==> config.mk <==
export PLATFORM = sky130hd
export DESIGN_NAME = vga_pattern_gen
export DESIGN_NICKNAME = d
export VERILOG_FILES = /design/src/rtl/vga_pkg.sv /design/src/rtl/vga_timing_gen.sv /design/src/rtl/vga_pattern_gen.sv
export SDC_FILE = /design/constraint.sdc
export NUM_CORES = 1
export LEC_CHECK = 0
export ABC_AREA = 0
export CAP_MARGIN = 25
export CORE_AREA = 3 3 112 114
export CTS_CLUSTER_DIAMETER = 200
export CTS_CLUSTER_SIZE = 25
export DETAILED_ROUTE_END_ITERATION = 16
export DIE_AREA = 0 0 115 117
export PLACE_DENSITY_LB_ADDON = 0.05
export SYNTH_ARGS = -nofsm -noshare
export SYNTH_HDL_FRONTEND = slang
export SYNTH_HIERARCHICAL = 1
export SYNTH_SLANG_ARGS = --single-unit
export TNS_END_PERCENT = 30
==> constraint.sdc <==
create_clock -name clkIn -period 4.6 [get_ports clkIn]
set_input_delay 0.92 -clock clkIn [delete_from_list [all_inputs] [get_ports clkIn]]
set_output_delay 0.92 -clock clkIn [all_outputs]
set_load 0.005 [all_outputs]
==> src/rtl/vga_pkg.sv <==
// Shared mode encodings, colour-bar table and width helper for the VGA pattern generator.
package vga_pkg;

  typedef enum logic [1:0] {
    MODE_SOLID = 2'd0,
    MODE_BARS  = 2'd1,
    MODE_CHECK = 2'd2,
    MODE_GRAD  = 2'd3
  } modeT;

  // {R,G,B} per bar, bar 0 in the low three bits: white, yellow, cyan, green, magenta, red, blue, black
  localparam logic [23:0] BAR_TABLE = {3'b000, 3'b001, 3'b100, 3'b101,
                                       3'b010, 3'b011, 3'b110, 3'b111};

  function automatic logic [2:0] barColor(input logic [2:0] idx);
    return BAR_TABLE[idx*3 +: 3];
  endfunction

  // Never returns less than 1 so that derived port widths stay legal.
  function automatic int clog2(input int value);
    int result;
    result = 0;
    for (int i = 0; i < 31; i++) begin
      if ((1 << i) < value) result = i + 1;
    end
    return (result < 1) ? 1 : result;
  endfunction

endpackage

==> src/rtl/vga_timing_gen.sv <==
// Raster counters plus registered sync, active, coordinate and frame-start outputs.
// The pix* / frameEnd outputs expose the current counter state for pattern logic.
module vga_timing_gen
  import vga_pkg::*;
#(
  parameter int H_ACTIVE = 640,
  parameter int H_FP     = 16,
  parameter int H_SYNC   = 96,
  parameter int H_BP     = 48,
  parameter int V_ACTIVE = 480,
  parameter int V_FP     = 10,
  parameter int V_SYNC   = 2,
  parameter int V_BP     = 33,
  parameter bit HS_POL   = 1'b0,
  parameter bit VS_POL   = 1'b0,
  localparam int XW = clog2(H_ACTIVE),
  localparam int YW = clog2(V_ACTIVE)
) (
  input  logic          clkIn,
  input  logic          rstIn,
  output logic          hsOut,
  output logic          vsOut,
  output logic          activeOut,
  output logic [XW-1:0] xOut,
  output logic [YW-1:0] yOut,
  output logic          frameStartOut,
  output logic          pixActive,
  output logic [XW-1:0] pixX,
  output logic [YW-1:0] pixY,
  output logic          frameEnd
);

  localparam int H_TOTAL = H_ACTIVE + H_FP + H_SYNC + H_BP;
  localparam int V_TOTAL = V_ACTIVE + V_FP + V_SYNC + V_BP;
  localparam int HW = clog2(H_TOTAL);
  localparam int VW = clog2(V_TOTAL);

  logic [HW-1:0] hCnt;
  logic [VW-1:0] vCnt;
  logic          hEnd;
  logic          vEnd;
  logic          hSyncOn;
  logic          vSyncOn;

  assign hEnd      = (int'(hCnt) == H_TOTAL - 1);
  assign vEnd      = (int'(vCnt) == V_TOTAL - 1);
  assign frameEnd  = hEnd && vEnd;
  assign pixActive = (int'(hCnt) < H_ACTIVE) && (int'(vCnt) < V_ACTIVE);
  assign pixX      = pixActive ? XW'(hCnt) : '0;
  assign pixY      = pixActive ? YW'(vCnt) : '0;
  assign hSyncOn   = (int'(hCnt) >= H_ACTIVE + H_FP) && (int'(hCnt) < H_ACTIVE + H_FP + H_SYNC);
  assign vSyncOn   = (int'(vCnt) >= V_ACTIVE + V_FP) && (int'(vCnt) < V_ACTIVE + V_FP + V_SYNC);

  always_ff @(posedge clkIn or negedge rstIn) begin
    if (!rstIn) begin
      hCnt <= '0;
      vCnt <= '0;
    end else if (hEnd) begin
      hCnt <= '0;
      vCnt <= vEnd ? '0 : vCnt + VW'(1);
    end else begin
      hCnt <= hCnt + HW'(1);
    end
  end

  // Everything below lags the counters by one clock, matching the registered colour path.
  always_ff @(posedge clkIn or negedge rstIn) begin
    if (!rstIn) begin
      hsOut         <= ~HS_POL;
      vsOut         <= ~VS_POL;
      activeOut     <= 1'b0;
      xOut          <= '0;
      yOut          <= '0;
      frameStartOut <= 1'b0;
    end else begin
      hsOut         <= hSyncOn ? HS_POL : ~HS_POL;
      vsOut         <= vSyncOn ? VS_POL : ~VS_POL;
      activeOut     <= pixActive;
      xOut          <= pixX;
      yOut          <= pixY;
      frameStartOut <= (hCnt == '0) && (vCnt == '0);
    end
  end

endmodule

==> src/rtl/vga_pattern_gen.sv <==
// Parametrised VGA timing plus four run-time selectable test patterns.
// Optional build macro VGA_BORDER_EN forces a one-pixel white frame around the visible area.
module vga_pattern_gen
  import vga_pkg::*;
#(
  parameter int H_ACTIVE   = 640,
  parameter int H_FP       = 16,
  parameter int H_SYNC     = 96,
  parameter int H_BP       = 48,
  parameter int V_ACTIVE   = 480,
  parameter int V_FP       = 10,
  parameter int V_SYNC     = 2,
  parameter int V_BP       = 33,
  parameter bit HS_POL     = 1'b0,
  parameter bit VS_POL     = 1'b0,
  parameter int COLOR_W    = 4,
  parameter int CHECK_LOG2 = 5,
  localparam int XW = clog2(H_ACTIVE),
  localparam int YW = clog2(V_ACTIVE)
) (
  input  logic                 clkIn,
  input  logic                 rstIn,
  input  logic [1:0]           modeIn,
  input  logic [3*COLOR_W-1:0] colorIn,
  output logic [COLOR_W-1:0]   vgaROut,
  output logic [COLOR_W-1:0]   vgaGOut,
  output logic [COLOR_W-1:0]   vgaBOut,
  output logic                 vgaHsOut,
  output logic                 vgaVsOut,
  output logic                 activeOut,
  output logic [XW-1:0]        xOut,
  output logic [YW-1:0]        yOut,
  output logic                 frameStartOut
);

  localparam int BAR_W = (H_ACTIVE / 8 > 0) ? H_ACTIVE / 8 : 1;

  logic                 pixActive;
  logic [XW-1:0]        pixX;
  logic [YW-1:0]        pixY;
  logic                 frameEnd;
  modeT                 modeReg;
  logic [3*COLOR_W-1:0] colorReg;
  logic [7:0]           frameCnt;
  int                   barRaw;
  logic [2:0]           barIdx;
  logic [2:0]           barBits;
  logic [3*COLOR_W-1:0] barFull;
  logic                 checkOdd;
  logic [3*COLOR_W-1:0] pixColor;
  logic [3*COLOR_W-1:0] rgbReg;

  vga_timing_gen #(
    .H_ACTIVE (H_ACTIVE), .H_FP (H_FP), .H_SYNC (H_SYNC), .H_BP (H_BP),
    .V_ACTIVE (V_ACTIVE), .V_FP (V_FP), .V_SYNC (V_SYNC), .V_BP (V_BP),
    .HS_POL   (HS_POL),   .VS_POL (VS_POL)
  ) uTiming (
    .clkIn         (clkIn),
    .rstIn         (rstIn),
    .hsOut         (vgaHsOut),
    .vsOut         (vgaVsOut),
    .activeOut     (activeOut),
    .xOut          (xOut),
    .yOut          (yOut),
    .frameStartOut (frameStartOut),
    .pixActive     (pixActive),
    .pixX          (pixX),
    .pixY          (pixY),
    .frameEnd      (frameEnd)
  );

  // Selection and frame count change only at the last raster position, never mid-frame.
  always_ff @(posedge clkIn or negedge rstIn) begin
    if (!rstIn) begin
      modeReg  <= MODE_SOLID;
      colorReg <= '0;
      frameCnt <= '0;
    end else if (frameEnd) begin
      modeReg  <= modeT'(modeIn);
      colorReg <= colorIn;
      frameCnt <= frameCnt + 8'd1;
    end
  end

  // The last bar absorbs any remainder of H_ACTIVE / 8.
  always_comb begin
    barRaw = int'(pixX) / BAR_W;
    barIdx = (barRaw > 7) ? 3'd7 : 3'(barRaw);
  end

  assign barBits  = barColor(barIdx);
  assign checkOdd = 1'((int'(pixX) >> CHECK_LOG2) ^ (int'(pixY) >> CHECK_LOG2));

  for (genvar gi = 0; gi < 3; gi++) begin : gBarChan
    assign barFull[gi*COLOR_W +: COLOR_W] = {COLOR_W{barBits[gi]}};
  end

`ifdef VGA_BORDER_EN
  logic onBorder;
  assign onBorder = (pixX == '0) || (int'(pixX) == H_ACTIVE - 1) ||
                    (pixY == '0) || (int'(pixY) == V_ACTIVE - 1);
`endif

  always_comb begin
    pixColor = '0;
    case (modeReg)
      MODE_SOLID: pixColor = colorReg;
      MODE_BARS:  pixColor = barFull;
      MODE_CHECK: pixColor = checkOdd ? '0 : '1;
      MODE_GRAD:  pixColor = {COLOR_W'(int'(pixX) >> 4), COLOR_W'(int'(pixY) >> 4),
                              COLOR_W'(frameCnt)};
      default:    pixColor = '0;
    endcase
`ifdef VGA_BORDER_EN
    if (onBorder) pixColor = '1;
`endif
    if (!pixActive) pixColor = '0;
  end

  always_ff @(posedge clkIn or negedge rstIn) begin
    if (!rstIn) rgbReg <= '0;
    else        rgbReg <= pixColor;
  end

  assign vgaROut = rgbReg[3*COLOR_W-1 -: COLOR_W];
  assign vgaGOut = rgbReg[2*COLOR_W-1 -: COLOR_W];
  assign vgaBOut = rgbReg[COLOR_W-1:0];

endmodule
==> reports/results.txt <==
PD cells: 319 nW/um2
Die W: 115 um
Cell leakage power: 1.97 nW
Detailed-router iteration count before antenna repair: 4
Busiest grt layer: met2
Max-cap violations: 0
Yosys top cell by area: dfrtp_1
Starting Density: 0.303
Post-route ant nets: 0
Port Buffers: 50
Mapped Cells: 311
Simple-Gate Fraction of Synth Area: 0.211
Layout cells sized above 1: 0.163
Synth Register Bits: 73
Clk sink count: 73
Final Hold Viols: 0
Critical Path Sink Type: register
Setup WS post-layout: 914 ps
CP required: 4860 ps
DPL Wire Length: 5490 um
Setup CP Type: register to register
Post-synth top area share: 0.509
Nets: 379
Met1 Use GR: 0.174
Post-synth top flop: dfrtp_1
Remaining global-route overflow: 0
Mux cell area share after synthesis: 0.0513
Post-synthesis xor/xnor area fraction: 0.0452
Clock Path Buffers: 2
Final setup violation count: 0
Slew Viols, Final: 0
RSZ-0062 raised after global routing: false
Max stage delay cell, worst path: and2_1
Critical Path Most Common Cell: and2_1
Clk slew on worst S/H paths: 50 ps
Worst Path Max Fanout: 24
WL final: 8040 um
Relative slew slack: 0.533
EDFF count, synth: 0
Post-Synth Adder-Cell Area: 0.0247
Hold Path Class: input port to asynchronous set/reset pin
Cell Rows: 39
Largest family of logic cells by synthesized area: simple AND/OR/NAND/NOR gates
Worst slack at placement: 930 ps
GR Util All Layers: 0.130
Synth Area in Compound Gates: 0.104
Area growth, synth to finish: 27.1%
Htree depth: 3
Synth top area cells: dfrtp_1 (51%), mux2_2 (4.8%), and2_1 (3.8%)
Fmax: 271 MHz
Final worst-path cycle share: 0.801
Cell Chain, Critical Path: and3_1 -> and2_1 -> nor3_2 -> buf_4 -> and2_1 -> ha_1 -> and2b_1 -> mux2i_1 -> a2111o_1 -> a21oi_1 -> o21ai_2 -> o21ai_1
Final Wtd Congestion: 0.719
WL per Instance: 15.9 um
Critical path's top delay family: simple AND/OR/NAND/NOR gates
Worst Setup Start Kind: register
CTS tree: yes
Syn nets: 333
Initial antenna violation count: 0
Minimum clock period: 3690 ps
Post-synth top cells: dfrtp_1 (71), and2_1 (21), nor2_1 (18)
Number of global-route vias before repair: 2567
Vias per cell: 4.84
Starting DRT DRC Count: 79
Count leader, synth: dfrtp_1
Ant. Diodes: 0
CP arrival: 3940 ps
Maximum vdd ir drop: 133 uV
Vias: 2442
Met2 GRT Util: 0.200
Io pins: 51
CTS Buf Count: 9
Core Box Area: 11500 um2
Routing usage on met3: 0.0411
First-pass GRT wire length: 13500 um
Worst Tran Pin Value: 700 ps
Root Driver: clkbuf_16
Outcome: complete, no violations
Hold-fix buffers at CTS: 0
Area of the die: 13500 um2
Util after Layout: 0.385
Post-CTS Repair Setup Buffers: 0
Final TNS setup: 0 ps
Largest net degree at the start of global routing: 74
Yosys cell types: 58
Worst skew pair latency: 330 ps
Register area share after synthesis: 0.524
Critical path buffer and inverter count: 1
Fill cells: 1128
Syn Area/Cell: 11.2 um2
Drt drc: 0
Resize count post-CTS: 0
YS warnings: 6
Die height: 117 um
Ys async rst share: 1.00
Final setup skew: 5.09 ps
Max incr delay on CP: 460 ps
Synth Cell Area: 3490 um2
final timing paths:
check                                      from               to  slack (ps)  cells past startpoint
worst min register to register      frameCnt[3]      frameCnt[3]         480                      1
max in group asynchronous                 rstIn    uTiming/vsOut        3540                      2
worst max-delay path            uTiming/vCnt[5]        rgbReg[8]         910                     12
worst max register to register  uTiming/vCnt[5]        rgbReg[8]         910                     12
min in group clkIn                  frameCnt[3]      frameCnt[3]         480                      1
worst min-delay path                      rstIn  uTiming/hCnt[2]         450                      1
placed cells by master (no fill, tap or decap), drive strengths merged, types with 2 or more instances in the layout:
cell type and n:
xor2 8, dfstp 2, ha 6, nand2 10, a211oi 3, xnor2 10
dfrtp 71, or3 2, inv 9, nand3 17, a21oi 10, nor4b 2
nor4 12, and3 7, a21o 6, or2 2, nor2 19, buf 4
a31oi 5, mux2 15, nand2b 3, clkdlybuf4s50 49, and2 21, nand3b 2
clkbuf 15, nor3 4, nor2b 2, o21ai 22, nand4 5, a21boi 4
layout make-up:
type                    instances  area, um2  area share
flip-flops and latches         73       1830       0.413
multi-input cells             211       1520       0.344
repair buffers                 53        541       0.122
clock buffers                  15        298      0.0672
well taps                     143        179      0.0404
inverters                       9       33.8     0.00762
clock inverters                 1       30.0     0.00677
sequential cells by signal, indices dropped and copies added (netlist names):
name and flops:
uTiming/frameStartOut 1, rgbReg 12, frameCnt 4, colorReg 12, uTiming/vsOut 1, uTiming/hCnt 10
uTiming/activeOut 1, modeReg 2, uTiming/hsOut 1, uTiming/xOut 10, uTiming/yOut 9, uTiming/vCnt 10
cells by family (layout without fill, tap and decap cells):
kind of cell / count (synthesis) / in the layout
simple gates: 115 / 115
flops: 73 / 73
compound gates: 55 / 55
buf+inv: 27 / 78
xor+xnor: 18 / 18
mux: 16 / 16
fa+ha+maj: 7 / 7
metrics by stage:
stage,hold slack (ps),std cells,instance area [um2],total power [mW]
floorplan,445,311,3490,0.654
detailed placement,468,488,4080,0.680
finish,449,505,4430,1.42
global route,453,505,4430,1.47
global placement,469,488,4080,0.680
CTS,480,504,4410,1.44
worst reg2reg max path, stage by stage (launching register included):
cell and delay (ps):
dfrtp_1 430, and3_1 230, and2_1 250, nor3_2 350, buf_4 330, and2_1 460
ha_1 360, and2b_1 240, mux2i_1 100, a2111o_1 430, a21oi_1 180, o21ai_2 100
o21ai_1 150
routing by layer:
layer,vias to the layer above,share of wire
li1,1192,-
met1,1202,0.49
met2,40,0.47
met3,8,0.035
met4,0,0.014
met5,-,0
power breakdown:
part           switching, mW  internal [mW]  total (mW)
combinational         0.0141         0.0133      0.0274
clock                  0.252          0.494       0.746
sequential                 0          0.643       0.643
total                  0.266           1.15        1.42
(Power assumes the default switching activity.)
